File: src/rtl/prog_mem_pkg.sv
// Shared types and helpers for the multi-channel program memory.
//   pm_state_t : CLEAR while the array is swept to zero after reset, RUN afterwards.
//   slice_lo() : low bit of a channel's slice inside a flat per-channel vector.
package prog_mem_pkg;

    typedef enum logic [0:0] {
        CLEAR = 1'b0,
        RUN   = 1'b1
    } pm_state_t;

    function automatic int unsigned slice_lo(input int unsigned chan, input int unsigned width);
        return chan * width;
    endfunction

endpackage

File: src/rtl/rr_arbiter.sv
// Combinational round-robin arbiter. The search for a requester starts at ptr_i
// and wraps; the first requesting channel found wins. The pointer register
// itself is owned by the parent.
//   req_i       : request vector, one bit per channel
//   ptr_i       : highest-priority channel this cycle
//   grant_o     : one-hot grant (all zero when nothing requests)
//   grant_idx_o : index of the granted channel
//   any_grant_o : some channel was granted
module rr_arbiter #(
    parameter int unsigned N  = 4,
    parameter int unsigned IW = (N > 1) ? $clog2(N) : 1
) (
    input  logic [N-1:0]  req_i,
    input  logic [IW-1:0] ptr_i,
    output logic [N-1:0]  grant_o,
    output logic [IW-1:0] grant_idx_o,
    output logic          any_grant_o
);

    logic [IW-1:0] cand;

    always_comb begin
        grant_o     = '0;
        grant_idx_o = '0;
        any_grant_o = 1'b0;
        cand        = '0;
        for (int unsigned i = 0; i < N; i++) begin
            cand = IW'((32'(ptr_i) + i) % N);
            if (!any_grant_o && req_i[cand]) begin
                grant_o[cand] = 1'b1;
                grant_idx_o   = cand;
                any_grant_o   = 1'b1;
            end
        end
    end

endmodule

File: src/rtl/program_memory_arb.sv
// Shared instruction store for MEM_NUM_CHANNELS fetchers plus a host load port.
// After reset the array is swept to zero (one word per cycle); afterwards one
// access per cycle: a host write if requested, otherwise one round-robin read.
//   clk, reset          : clock and synchronous active-high reset
//   mem_read_valid      : per-channel read request (level)
//   mem_read_address    : flat per-channel word addresses
//   mem_read_ready      : per-channel one-cycle pulse, data slice valid
//   mem_read_data       : flat per-channel data, each slice held between pulses
//   host_write_*        : host load request / address / data, ready pulses on commit
//   init_done           : high once the clear sweep has finished
module program_memory_arb
    import prog_mem_pkg::*;
#(
    parameter int unsigned MEM_NUM_CHANNELS = 4,
    parameter int unsigned MEM_DATA_BITS    = 32,
    parameter int unsigned MEM_ADDR_BITS    = 6
) (
    input  logic                                      clk,
    input  logic                                      reset,
    input  logic [MEM_NUM_CHANNELS-1:0]               mem_read_valid,
    input  logic [MEM_NUM_CHANNELS*MEM_ADDR_BITS-1:0] mem_read_address,
    output logic [MEM_NUM_CHANNELS-1:0]               mem_read_ready,
    output logic [MEM_NUM_CHANNELS*MEM_DATA_BITS-1:0] mem_read_data,
    input  logic                                      host_write_valid,
    input  logic [MEM_ADDR_BITS-1:0]                  host_write_address,
    input  logic [MEM_DATA_BITS-1:0]                  host_write_data,
    output logic                                      host_write_ready,
    output logic                                      init_done
);

    localparam int unsigned DEPTH = 2 ** MEM_ADDR_BITS;
    localparam int unsigned IW    = (MEM_NUM_CHANNELS > 1) ? $clog2(MEM_NUM_CHANNELS) : 1;

    pm_state_t                                 state_q, state_d;
    logic [MEM_ADDR_BITS-1:0]                  sweep_q, sweep_d;
    logic [IW-1:0]                             ptr_q, ptr_d;
    logic [MEM_NUM_CHANNELS-1:0]               ready_q, ready_d;
    logic [MEM_NUM_CHANNELS*MEM_DATA_BITS-1:0] data_q;
    logic                                      wr_ready_q, wr_ready_d;

    logic [MEM_DATA_BITS-1:0] mem_q [DEPTH];

    logic [MEM_NUM_CHANNELS-1:0] req;
    logic [MEM_NUM_CHANNELS-1:0] gnt;
    logic [IW-1:0]               gnt_idx;
    logic                        any_gnt;

    logic                     mem_we;
    logic [MEM_ADDR_BITS-1:0] wr_addr;
    logic [MEM_DATA_BITS-1:0] wr_data;
    logic                     rd_en;
    logic [MEM_ADDR_BITS-1:0] rd_addr;

    // A channel whose ready is high this cycle is masked so a held valid does
    // not trigger a duplicate fetch of the same request.
    assign req = mem_read_valid & ~ready_q;

    rr_arbiter #(
        .N  (MEM_NUM_CHANNELS),
        .IW (IW)
    ) u_arb (
        .req_i       (req),
        .ptr_i       (ptr_q),
        .grant_o     (gnt),
        .grant_idx_o (gnt_idx),
        .any_grant_o (any_gnt)
    );

    always_comb begin
        state_d    = state_q;
        sweep_d    = sweep_q;
        ptr_d      = ptr_q;
        ready_d    = '0;
        wr_ready_d = 1'b0;
        mem_we     = 1'b0;
        wr_addr    = host_write_address;
        wr_data    = host_write_data;
        rd_en      = 1'b0;
        rd_addr    = mem_read_address[slice_lo(32'(gnt_idx), MEM_ADDR_BITS) +: MEM_ADDR_BITS];

        unique case (state_q)
            CLEAR: begin
                mem_we  = 1'b1;
                wr_addr = sweep_q;
                wr_data = '0;
                sweep_d = sweep_q + 1'b1;
                if (&sweep_q) begin
                    state_d = RUN;
                end
            end
            RUN: begin
                if (host_write_valid) begin
                    mem_we     = 1'b1;
                    wr_ready_d = 1'b1;
                end else if (any_gnt) begin
                    rd_en   = 1'b1;
                    ready_d = gnt;
                    ptr_d   = (gnt_idx == IW'(MEM_NUM_CHANNELS - 1)) ? '0 : gnt_idx + IW'(1);
                end
            end
            default: state_d = CLEAR;
        endcase

        // No array write may slip through during a reset cycle.
        if (reset) begin
            mem_we = 1'b0;
        end
    end

    always_ff @(posedge clk) begin
        if (mem_we) begin
            mem_q[wr_addr] <= wr_data;
        end
    end

    always_ff @(posedge clk) begin
        if (reset) begin
            state_q    <= CLEAR;
            sweep_q    <= '0;
            ptr_q      <= '0;
            ready_q    <= '0;
            data_q     <= '0;
            wr_ready_q <= 1'b0;
        end else begin
            state_q    <= state_d;
            sweep_q    <= sweep_d;
            ptr_q      <= ptr_d;
            ready_q    <= ready_d;
            wr_ready_q <= wr_ready_d;
            if (rd_en) begin
                data_q[slice_lo(32'(gnt_idx), MEM_DATA_BITS) +: MEM_DATA_BITS] <= mem_q[rd_addr];
            end
        end
    end

    assign mem_read_ready   = ready_q;
    assign mem_read_data    = data_q;
    assign host_write_ready = wr_ready_q;
    assign init_done        = (state_q == RUN);

endmodule

File: config.mk
export PLATFORM = sky130hd
export DESIGN_NAME = program_memory_arb
export DESIGN_NICKNAME = d
export VERILOG_FILES = /design/src/rtl/prog_mem_pkg.sv /design/src/rtl/rr_arbiter.sv /design/src/rtl/program_memory_arb.sv
export SDC_FILE = /design/constraint.sdc
export NUM_CORES = 2
export LEC_CHECK = 0
export ABC_AREA = 1
export BUFFER_PORTS_ARGS = -buffer_cell sky130_fd_sc_hd__buf_2
export CORE_MARGIN = 2
export CORE_UTILIZATION = 40
export DETAILED_ROUTE_END_ITERATION = 8
export HOLD_SLACK_MARGIN = 0.12
export SYNTH_ARGS = -nofsm -noshare
export SYNTH_HDL_FRONTEND = slang
export SYNTH_SLANG_ARGS = --single-unit
File: constraint.sdc
create_clock -name clk -period 8.6 [get_ports clk]
set_clock_uncertainty 0.05 [all_clocks]
set_input_delay 1.72 -clock clk [delete_from_list [all_inputs] [get_ports clk]]
set_output_delay 1.72 -clock clk [all_outputs]
set_load 0.01 [all_outputs]
==> run metrics <==
Final setup viols 0; Critical Path Source ptr_q[0]; Worst-path clk slew 0.06 ns; met2 global-route usage between 30% and 40%; TNS Setup 0 ns; r2r startpoint ptr_q[0]; maximum vdd ir drop 168 uV; Mapped Nets ~7.6k; total grt overflow 0; GPL Wtd Cong 0.872; CP arrival 8.05 ns; Fillers roughly 20k; DIE AREA 0.225 sq mm; Seq cells post-synth 2190; Port Buf Inserts 202; Max clock buf depth 3; CTS tree done; Cells after Synth around 7.5k; reg2reg end mem_read_data[96]; crit end category flip-flop; vias a little over 60k; global-route wire length before repair 409000 microns; area occupied by multi-input gates about 0.022 sq mm; Synth Cell Area ~0.089 sq mm; register area 0.0643 sq mm; die width 475 microns; Routed WL 288000 microns; WP data required 9.36 ns; Post-CTS Resized 0; clk_lat worst skew 0.89 ns; Die Y-Extent 475 microns; htree depth 4; syn_area_per_cell 11.8 sq um; most frequent cells in the layout 2231 x nand2_1, 2200 x nand3_1, 2048 x edfxtp_1; CTS buffer count between 200 and 250; DRC viols 0; Hold-fix buffers, CTS 0; grt met1 use 34.4%; Crit Path Max Fanout 60; Yosys warning count 0; worst slew pin tran 1.45 ns; status finished, final reports clean; P_leak 36.0 nW; nets between 7k and 8k; Layout area overhead 13.0%; Avg WL per Cell 26.5 microns; final hold vios 0; DRT Pass-1 Iters 6; Util after Layout 45.5%; Seq/Total Area, Yosys 72.6%; detailed placement HPWL 163000 microns; clk root buf clkbuf_16; Tmin final 7.30 ns; I/O pins 203; CP startpoint kind flip-flop; remaining antenna violation count after routing 0; Distinct cells, synth 40; PD cells 234 mW/mm^2; CP Class reg2reg; most common cell after layout, fill and taps aside nand2_1; fin. max-slew vios 0; post-CTS setup buffers 0; share of post-route cells with drive strength above 1 between 10% and 20%; core area 0.220 sq mm; f_max 0.137 GHz; worst hold path type reg2reg; # rows 172; Vias/cell 5.66; busiest grt layer met2; gr usage total 25.0%; worst relative slew slack about 2.7%; Starting Density around two fifths; initial antenna violation count 13; worst reg2reg path depth 23; GR Layer Usage met3 4.45%; vias in the first global route 56.9k; period utilization 84.8%; CTS Sinks ~2.2k; critical path endpoint mem_read_data[96]; Reg2Reg Setup Slack 1.30 ns; RSZ-0062 raised after global routing false; # Max-Cap Violations 0; DRT iter0 DRCs 8606; largest net degree at the start of global routing approximately 130
==> cell families (layout without fill, tap and decap cells) <==
logic type / Yosys count / count (layout) / share of synthesized area [%]
adder cells (fa/ha/maj): 10 / 10 / 0.141
AO/OA/AOI/OAI: 172 / 172 / 1.03
AND/OR/NAND/NOR: 4588 / 4588 / 22.8
XOR/XNOR: 1 / 1 / 0.00988
other: 0 / 16 / 0
buffers and inverters: 582 / 921 / 3.41
flip-flops: 2190 / 2190 / 72.6
==> how the worst min path moves through the flow <==
stage,cells past startpoint,start,end
6_report,2,mem_read_data[29],mem_read_data[29]
5_1_grt,2,mem_read_data[94],mem_read_data[94]
4_1_cts,2,mem_read_data[65],mem_read_data[65]
3_5_place_dp,2,sweep_q[5],init_done
3_3_place_gp,2,sweep_q[5],init_done
2_1_floorplan,2,sweep_q[5],init_done
==> power by group <==
part,switching [mW],total (mW),internal (mW)
clock,4.08,9.09,5.01
combinational,2.08,2.79,0.712
sequential,0.00717,11.5,11.5
==> layer usage <==
metal  part of all wire [%]  vias up  routed length [microns]
met2                     44     3316                   128000
met1                     39    30500                   113000
met4                    6.1        0                    17700
met5                      0        -                        0
li1                       -    27200                        -
met3                     10      513                    30200
==> Yosys cell counts (all sizes together) <==
cell type,instances,area (sq um)
dfxtp,142,2840
nor4,4,25.0
o22ai,4,25.0
nand3b,1,7.51
ha,10,125
nand2,2243,8460
nand4,8,65.1
and3,1,6.26
o21ai,16,83.8
nor3,7,35.0
inv,70,268
buf,436,2470
o211ai,4,40.0
nand3,2208,11100
edfxtp,2048,61500
or2,5,31.3
xor2,1,8.76
nor2,111,504
a221oi,1,8.76
clkinv,1,3.75
a21oi,144,732
o21a,3,22.5
clkbuf,75,282
==> state kept, by name, summed over array words and instances, names as in the netlist <==
signal	count
mem_q	2048
ptr_q	2
mem_read_ready	4
host_write_ready	1
init_done	1
sweep_q	6
mem_read_data	128
==> final cells by class <==
type | count | area share (%)
clock inverters | 125 | 1.02
diodes | 16 | 0.0400
clock buffers | 278 | 5.68
flip-flops and latches | 2190 | 64.2
repair buffers | 447 | 3.22
multi-input cells | 4771 | 21.8
inverters | 71 | 0.285
well taps | 2958 | 3.70
==> metrics by stage <==
step | cells | hold WS [ns] | power [mW] | instance area (sq um) | setup slack (ns)
floorplan | 7543 | 0.396 | 13.5 | 88600 | 2.37
global placement | 10400 | 0.402 | 14.5 | 93400 | 0.743
detailed placement | 10400 | 0.405 | 14.5 | 93400 | 0.699
CTS | 10800 | 0.416 | 23.4 | 100000 | 1.44
global route | 10900 | 0.435 | 24.0 | 100000 | 1.07
finish | 10900 | 0.414 | 23.4 | 100000 | 1.30
==> critical path, stage by stage, from the launching register on <==
cell and delay [ns]:
dfxtp_1 0.63, inv_6 0.10, ha_1 0.39, inv_1 0.15, nand3_1 0.14, nand2_4 0.14, nand3_4 0.12, nand3_1 0.40
nand2_1 0.54, nand2_2 0.23, nand3_4 0.46, nand2_8 0.71, buf_12 0.35, buf_4 0.52, nand2_1 0.11, nand3_1 0.12
nand3_1 0.07, nand3_1 0.09, nand3_1 0.22, nand3_1 0.45, nand2_1 0.37, nor2_2 0.42, nand3_1 0.20, a21oi_1 0.17
Power figures use the tool's default switching activity.
